## src/rtl/jedro_1_ifu_prefetch.sv

```systemverilog
// -----------------------------------------------------------------------------
// jedro_1_ifu_prefetch
//   Instruction fetch unit with a small prefetch FIFO. Issues sequential,
//   word-aligned fetches to a registered (1-cycle latency) instruction ROM and
//   buffers the returned words together with their PC for the decoder. A
//   redirect from execute flushes buffered and in-flight words and restarts
//   fetching at the (word-aligned) target.
//
// Ports:
//   clk_i          clock, rising edge
//   rst_i          synchronous reset, active high
//   rom_req_o      ROM read request this cycle
//   rom_addr_o     ROM byte address (word aligned)
//   rom_rdata_i    ROM read data, valid the cycle after a request
//   jmp_i          redirect request (highest priority)
//   jmp_addr_i     redirect target
//   instr_valid_o  FIFO head holds a valid instruction
//   instr_ready_i  decoder accepts the head this cycle
//   instr_o        head instruction
//   pc_o           PC of head instruction
//   count_o        number of buffered entries
// -----------------------------------------------------------------------------
module jedro_1_ifu_prefetch #(
    parameter int                    DATA_WIDTH = 32,
    parameter int                    ADDR_WIDTH = 32,
    parameter int                    FIFO_DEPTH = 4,
    parameter logic [ADDR_WIDTH-1:0] BOOT_ADDR  = '0
) (
    input  logic                          clk_i,
    input  logic                          rst_i,
    output logic                          rom_req_o,
    output logic [ADDR_WIDTH-1:0]         rom_addr_o,
    input  logic [DATA_WIDTH-1:0]         rom_rdata_i,
    input  logic                          jmp_i,
    input  logic [ADDR_WIDTH-1:0]         jmp_addr_i,
    output logic                          instr_valid_o,
    input  logic                          instr_ready_i,
    output logic [DATA_WIDTH-1:0]         instr_o,
    output logic [ADDR_WIDTH-1:0]         pc_o,
    output logic [$clog2(FIFO_DEPTH):0]   count_o
);

    localparam int PTR_W = $clog2(FIFO_DEPTH);
    localparam int CNT_W = PTR_W + 1;

    localparam logic [CNT_W:0]        DEPTH_OCC = (CNT_W+1)'(FIFO_DEPTH);
    localparam logic [CNT_W-1:0]      DEPTH_CNT = CNT_W'(FIFO_DEPTH);
    localparam logic [ADDR_WIDTH-1:0] PC_INC    = ADDR_WIDTH'(4);

    // Buffer storage; contents need no reset because the pointers and the
    // count define what is valid.
    logic [DATA_WIDTH-1:0] data_mem_q [FIFO_DEPTH];
    logic [ADDR_WIDTH-1:0] pc_mem_q   [FIFO_DEPTH];

    logic [PTR_W-1:0]      rd_ptr_q,   rd_ptr_d;
    logic [PTR_W-1:0]      wr_ptr_q,   wr_ptr_d;
    logic [CNT_W-1:0]      count_q,    count_d;
    logic [ADDR_WIDTH-1:0] fetch_pc_q, fetch_pc_d;
    logic [ADDR_WIDTH-1:0] pend_pc_q,  pend_pc_d;
    logic                  inflight_q, inflight_d;
    logic                  drop_q,     drop_d;

    logic                  pop;
    logic                  push;
    logic                  req;
    logic [CNT_W:0]        occupancy;

    // Only the word-address bits of a redirect target are meaningful.
    logic unused_jmp_lsb;
    assign unused_jmp_lsb = ^jmp_addr_i[1:0];

    assign instr_valid_o = !rst_i && (count_q != '0);
    assign pop           = instr_valid_o && instr_ready_i;

    // A response is accepted unless a redirect is happening now or the
    // request that produced it was marked stale.
    assign push = inflight_q && !drop_q && !jmp_i;

    // Reserve a slot for every outstanding request so a response can never
    // land in a full buffer.
    assign occupancy = {1'b0, count_q}
                     + {{CNT_W{1'b0}}, inflight_q}
                     - {{CNT_W{1'b0}}, pop};
    assign req       = !rst_i && !jmp_i && (occupancy < DEPTH_OCC);

    assign rom_req_o  = req;
    assign rom_addr_o = {fetch_pc_q[ADDR_WIDTH-1:2], 2'b00};
    assign count_o    = rst_i ? '0 : count_q;
    assign instr_o    = instr_valid_o ? data_mem_q[rd_ptr_q] : '0;
    assign pc_o       = instr_valid_o ? pc_mem_q[rd_ptr_q]   : '0;

    always_comb begin
        rd_ptr_d   = rd_ptr_q;
        wr_ptr_d   = wr_ptr_q;
        count_d    = count_q;
        fetch_pc_d = fetch_pc_q;
        pend_pc_d  = pend_pc_q;
        inflight_d = 1'b0;
        drop_d     = 1'b0;

        if (jmp_i) begin
            // Flush everything; the response arriving this cycle is lost and
            // no new request is issued until next cycle.
            rd_ptr_d   = '0;
            wr_ptr_d   = '0;
            count_d    = '0;
            fetch_pc_d = {jmp_addr_i[ADDR_WIDTH-1:2], 2'b00};
            drop_d     = 1'b1;
        end else begin
            if (pop)  rd_ptr_d = rd_ptr_q + PTR_W'(1);
            if (push) wr_ptr_d = wr_ptr_q + PTR_W'(1);
            count_d = count_q + CNT_W'(push) - CNT_W'(pop);
            if (req) begin
                pend_pc_d  = fetch_pc_q;
                fetch_pc_d = fetch_pc_q + PC_INC;
                inflight_d = 1'b1;
            end
        end
    end

    always_ff @(posedge clk_i) begin
        if (rst_i) begin
            rd_ptr_q   <= '0;
            wr_ptr_q   <= '0;
            count_q    <= '0;
            fetch_pc_q <= BOOT_ADDR;
            pend_pc_q  <= BOOT_ADDR;
            inflight_q <= 1'b0;
            drop_q     <= 1'b0;
        end else begin
            rd_ptr_q   <= rd_ptr_d;
            wr_ptr_q   <= wr_ptr_d;
            count_q    <= count_d;
            fetch_pc_q <= fetch_pc_d;
            pend_pc_q  <= pend_pc_d;
            inflight_q <= inflight_d;
            drop_q     <= drop_d;
        end
    end

    always_ff @(posedge clk_i) begin
        if (!rst_i && push) begin
            data_mem_q[wr_ptr_q] <= rom_rdata_i;
            pc_mem_q[wr_ptr_q]   <= pend_pc_q;
        end
    end

    a_no_overflow: assert property (@(posedge clk_i) disable iff (rst_i)
        !(push && !pop && (count_q == DEPTH_CNT)));

endmodule

```

## config.mk

```make
export PLATFORM = sky130hd
export DESIGN_NAME = jedro_1_ifu_prefetch
export DESIGN_NICKNAME = d
export VERILOG_FILES = /design/src/rtl/jedro_1_ifu_prefetch.sv
export SDC_FILE = /design/constraint.sdc
export NUM_CORES = 1
export LEC_CHECK = 0
export CORE_MARGIN = 3
export CORE_UTILIZATION = 45
export DETAILED_ROUTE_END_ITERATION = 7
export HOLD_SLACK_MARGIN = 0.12
export PLACE_DENSITY = 0.72
export SLEW_MARGIN = 20
export SYNTH_ARGS = -nofsm -noshare
export SYNTH_HDL_FRONTEND = slang
export SYNTH_SLANG_ARGS = --single-unit
```

## constraint.sdc

```tcl
create_clock -name clk_i -period 8.95 [get_ports clk_i]
set_input_delay 1.3425 -clock clk_i [delete_from_list [all_inputs] [get_ports clk_i]]
set_output_delay 1.3425 -clock clk_i [all_outputs]
set_load 0.02 [all_outputs]
```

==> impl_metrics.env <==
export IMPL_outcome="finished, final reports clean"
export IMPL_skew_ns=0.00999
export IMPL_fin_crit_sh_pct=65.1
export IMPL_postSynthAreaPerCell_um2=15.9
export IMPL_clockBufferDepth=3
export IMPL_coreArea_um2=27900
export IMPL_finalWorstSetupSlack_ns=3.13
export IMPL_rows=61
export IMPL_synth_area_leader_cell="edfxtp_1"
export IMPL_finalHoldViolCount=0
export IMPL_clk_latency_ns=0.50
export IMPL_drt_pre_antenna_iters=5
export IMPL_worstMarginPinSlew_ns=1.05
export IMPL_ys_types=43
export IMPL_synth_ff_type="edfxtp_1"
export IMPL_drive_above_1_share_pct=15.1
export IMPL_antenna_left=0
export IMPL_syn_cell_area_um2=12800
export IMPL_ios=169
export IMPL_cp_required_ns=7.61
export IMPL_routed_via_count=7242
export IMPL_finalSetupTns_ns=0
export IMPL_routed_via_density=5.29
export IMPL_synth_top_cells_by_area="edfxtp_1, dfxtp_1, mux4_2"
export IMPL_first_global_vias=7488
export IMPL_dieArea_um2=30600
export IMPL_die_height_um=175
export IMPL_dp_hpwl_um=15800
export IMPL_drt_iter0_drc=587
export IMPL_rsz0062_at_grt="no"
export IMPL_grt_overflow=0
export IMPL_synth_seq_cells=319
export IMPL_worstPathArrival_ns=4.48
export IMPL_post_cts_buffers=0
export IMPL_drc_errors=0
export IMPL_synth_seq_area_share_pct=69.1
export IMPL_powerDensity_nw_per_um2=201
export IMPL_root_buffer="clkbuf_16"
export IMPL_critPathKind="in -> out"
export IMPL_initial_utilization_pct=45.9
export IMPL_path_clk_slew_ns=0.06
export IMPL_cp_slowest_cell="clkdlybuf4s50_1"
export IMPL_async_flop_share_pct=0
export IMPL_critPathMaxFanout=46
export IMPL_cts_tree="done"
export IMPL_yosys_warnings=0
export IMPL_grt_pass1_wl_um=42500
export IMPL_maxCapViolations=0
export IMPL_fp_dieW_um=175
export IMPL_drv_slew=0
export IMPL_n_antenna_cell=0
export IMPL_antenna_found_initial=0
export IMPL_setup_viol=0
export IMPL_end_kind="primary output"
export IMPL_numCtsBuffers=34
export IMPL_period_minus_slack_ns=5.82
export IMPL_final_nets=1043
export IMPL_synth_enable_flop_cells=248
export IMPL_htree_levels=2
export IMPL_avgRoutedWirePerCell_um=19.9
export IMPL_slowest_delay_ns=0.62
export IMPL_gp_congestion=0.783
export IMPL_cts_sinks=319
export IMPL_timing_fmax_mhz=172
export IMPL_io_buffers=162
export IMPL_yosys_area_top_type_share_pct=58.0
export IMPL_grt_usage_pct=17.8
export IMPL_p_leak_uw=0.00528
export IMPL_yosysMostFrequentCell="edfxtp_1"
export IMPL_worstSetupStartpointType="input port"
export IMPL_relSlewSlack_pct=30.2
export IMPL_path_cells="buf_2 -> buf_4 -> nor2b_1 -> or3_2 -> and2_1 -> ha_1 -> inv_1 -> ha_1 -> nand3b_4 -> a211oi_1 -> o21ai_2 -> inv_1 -> clkdlybuf4s50_1"
export IMPL_areaGrowthSynthToFinish_pct=24.1
export IMPL_synth_common_cells="edfxtp_1, nand2_1, dfxtp_1, and2_1, mux4_2"
export IMPL_cts_resized=0
export IMPL_hold_class="reg -> reg"
export IMPL_grt_max_degree=65
export IMPL_irDropWorstVdd_mv=0.115
export IMPL_wl_um=27200
export IMPL_dp_slack_ns=3.12
export IMPL_synthCells=809
export IMPL_cts_hold_buf=0
==> per-stage QoR <==
| step | area [um2] | hold slack [ns] | power (uW) | utilization [%] | std cells |
|---|---|---|---|---|---|
| 6_report | 15900 | 0.502 | 3200 | 57.0 | 1368 |
| 5_1_grt | 15900 | 0.521 | 3310 | 57.0 | 1368 |
| 4_1_cts | 15900 | 0.502 | 3230 | 57.0 | 1368 |
| 3_5_place_dp | 14800 | 0.493 | 1810 | 52.9 | 1306 |
| 3_3_place_gp | 14800 | 0.478 | 1810 | 52.9 | 1306 |
| 2_1_floorplan | 12800 | 0.460 | 1730 | - | 812 |
==> power by group <==
part / internal [uW] / switching, uW / leakage [uW] / total, uW
sequential: 1610 / 23.0 / 0.00300 / 1630
clock: 871 / 546 / 0.000572 / 1420
combinational: 69.2 / 77.4 / 0.00171 / 147
==> final cells by class <==
class	instances	area (um2)
fillers	2225	12000
flip-flops and latches	319	8880
multi-input cells	424	3690
repair buffers	169	1670
clock buffers	46	1000
well taps	378	473
clock inverters	16	158
inverters	16	60.1
==> cells in the final DEF (no fill, tap or decap), types with 2 or more instances in the layout <==
| cell type | instances |
|---|---|
| nand3_1 | 8 |
| nand4_1 | 7 |
| nor2b_1 | 4 |
| and3_1 | 4 |
| clkinv_2 | 9 |
| dfxtp_4 | 2 |
| and4_1 | 3 |
| edfxtp_1 | 248 |
| clkdlybuf4s50_1 | 161 |
| clkinvlp_4 | 2 |
| clkbuf_8 | 4 |
| and2_1 | 69 |
| and3_4 | 4 |
| ha_1 | 10 |
| o21ai_0 | 17 |
| inv_1 | 16 |
| clkinv_1 | 2 |
| a21oi_1 | 52 |
| xor2_1 | 2 |
| a2111oi_4 | 2 |
| xnor2_1 | 30 |
| dfxtp_1 | 69 |
| buf_4 | 7 |
| a2111oi_2 | 9 |
| conb_1 | 4 |
| a2111oi_1 | 2 |
| bufinv_16 | 3 |
| clkbuf_16 | 37 |
| nor2_1 | 21 |
| a211oi_1 | 13 |
| clkbuf_1 | 5 |
| o21ai_1 | 3 |
| mux4_2 | 62 |
| nand2_1 | 83 |
==> worst max-delay path, delay by kind of cell <==
kind                     cells  cell delay, ns
AO/OA/AOI/OAI                2            0.51
adder cells (fa/ha/maj)      2            0.34
buffers and inverters        5            1.31
AND/OR/NAND/NOR              4            0.97
==> per-layer routing <==
layer | up-vias | wire (um) | part of all wire, % | track usage, %
met5 | - | 0 | 0 | 0
met4 | 0 | 462 | 1.7 | 3.96
met3 | 35 | 1930 | 7.1 | 4.52
met2 | 244 | 13000 | 48 | 29.1
met1 | 3602 | 11800 | 43 | 24.4
li1 | 3361 | - | - | -
==> worst paths after layout <==
path                                   start                           to  slack [ns]  cells after the start
setup reg to reg       count_q[0]$_SDFF_PP0_  fetch_pc_q[29]$_SDFFE_PP0P_        5.61                     12
hold reg to reg   pend_pc_q[26]$_SDFFE_PP0P_   pend_pc_q[26]$_SDFFE_PP0P_        0.50                      2
hold / removal    pend_pc_q[26]$_SDFFE_PP0P_   pend_pc_q[26]$_SDFFE_PP0P_        0.50                      2
setup / recovery                       rst_i                    rom_req_o        3.13                     13
==> flip-flops by register name, indices dropped and copies added (netlist names), named ones only <==
name	count
pend_pc_q	30
drop_q	1
wr_ptr_q	2
inflight_q	1
rd_ptr_q	2
data_mem_q	128
count_q	3
fetch_pc_q	30
pc_mem_q	120
==> kinds of logic after synthesis <==
family	after synthesis	share of synthesized area (%)
AOI/OAI and AO/OA	106	5.85
xor gates and xnor gates	32	2.18
adders and majority gates	11	1.13
buffers and inverters	69	2.39
DFF	319	69.1
muxes	63	11.0
other	1	0.0292
and+or+nand+nor	208	8.32
Note: power is estimated with default switching activity, not from simulation.
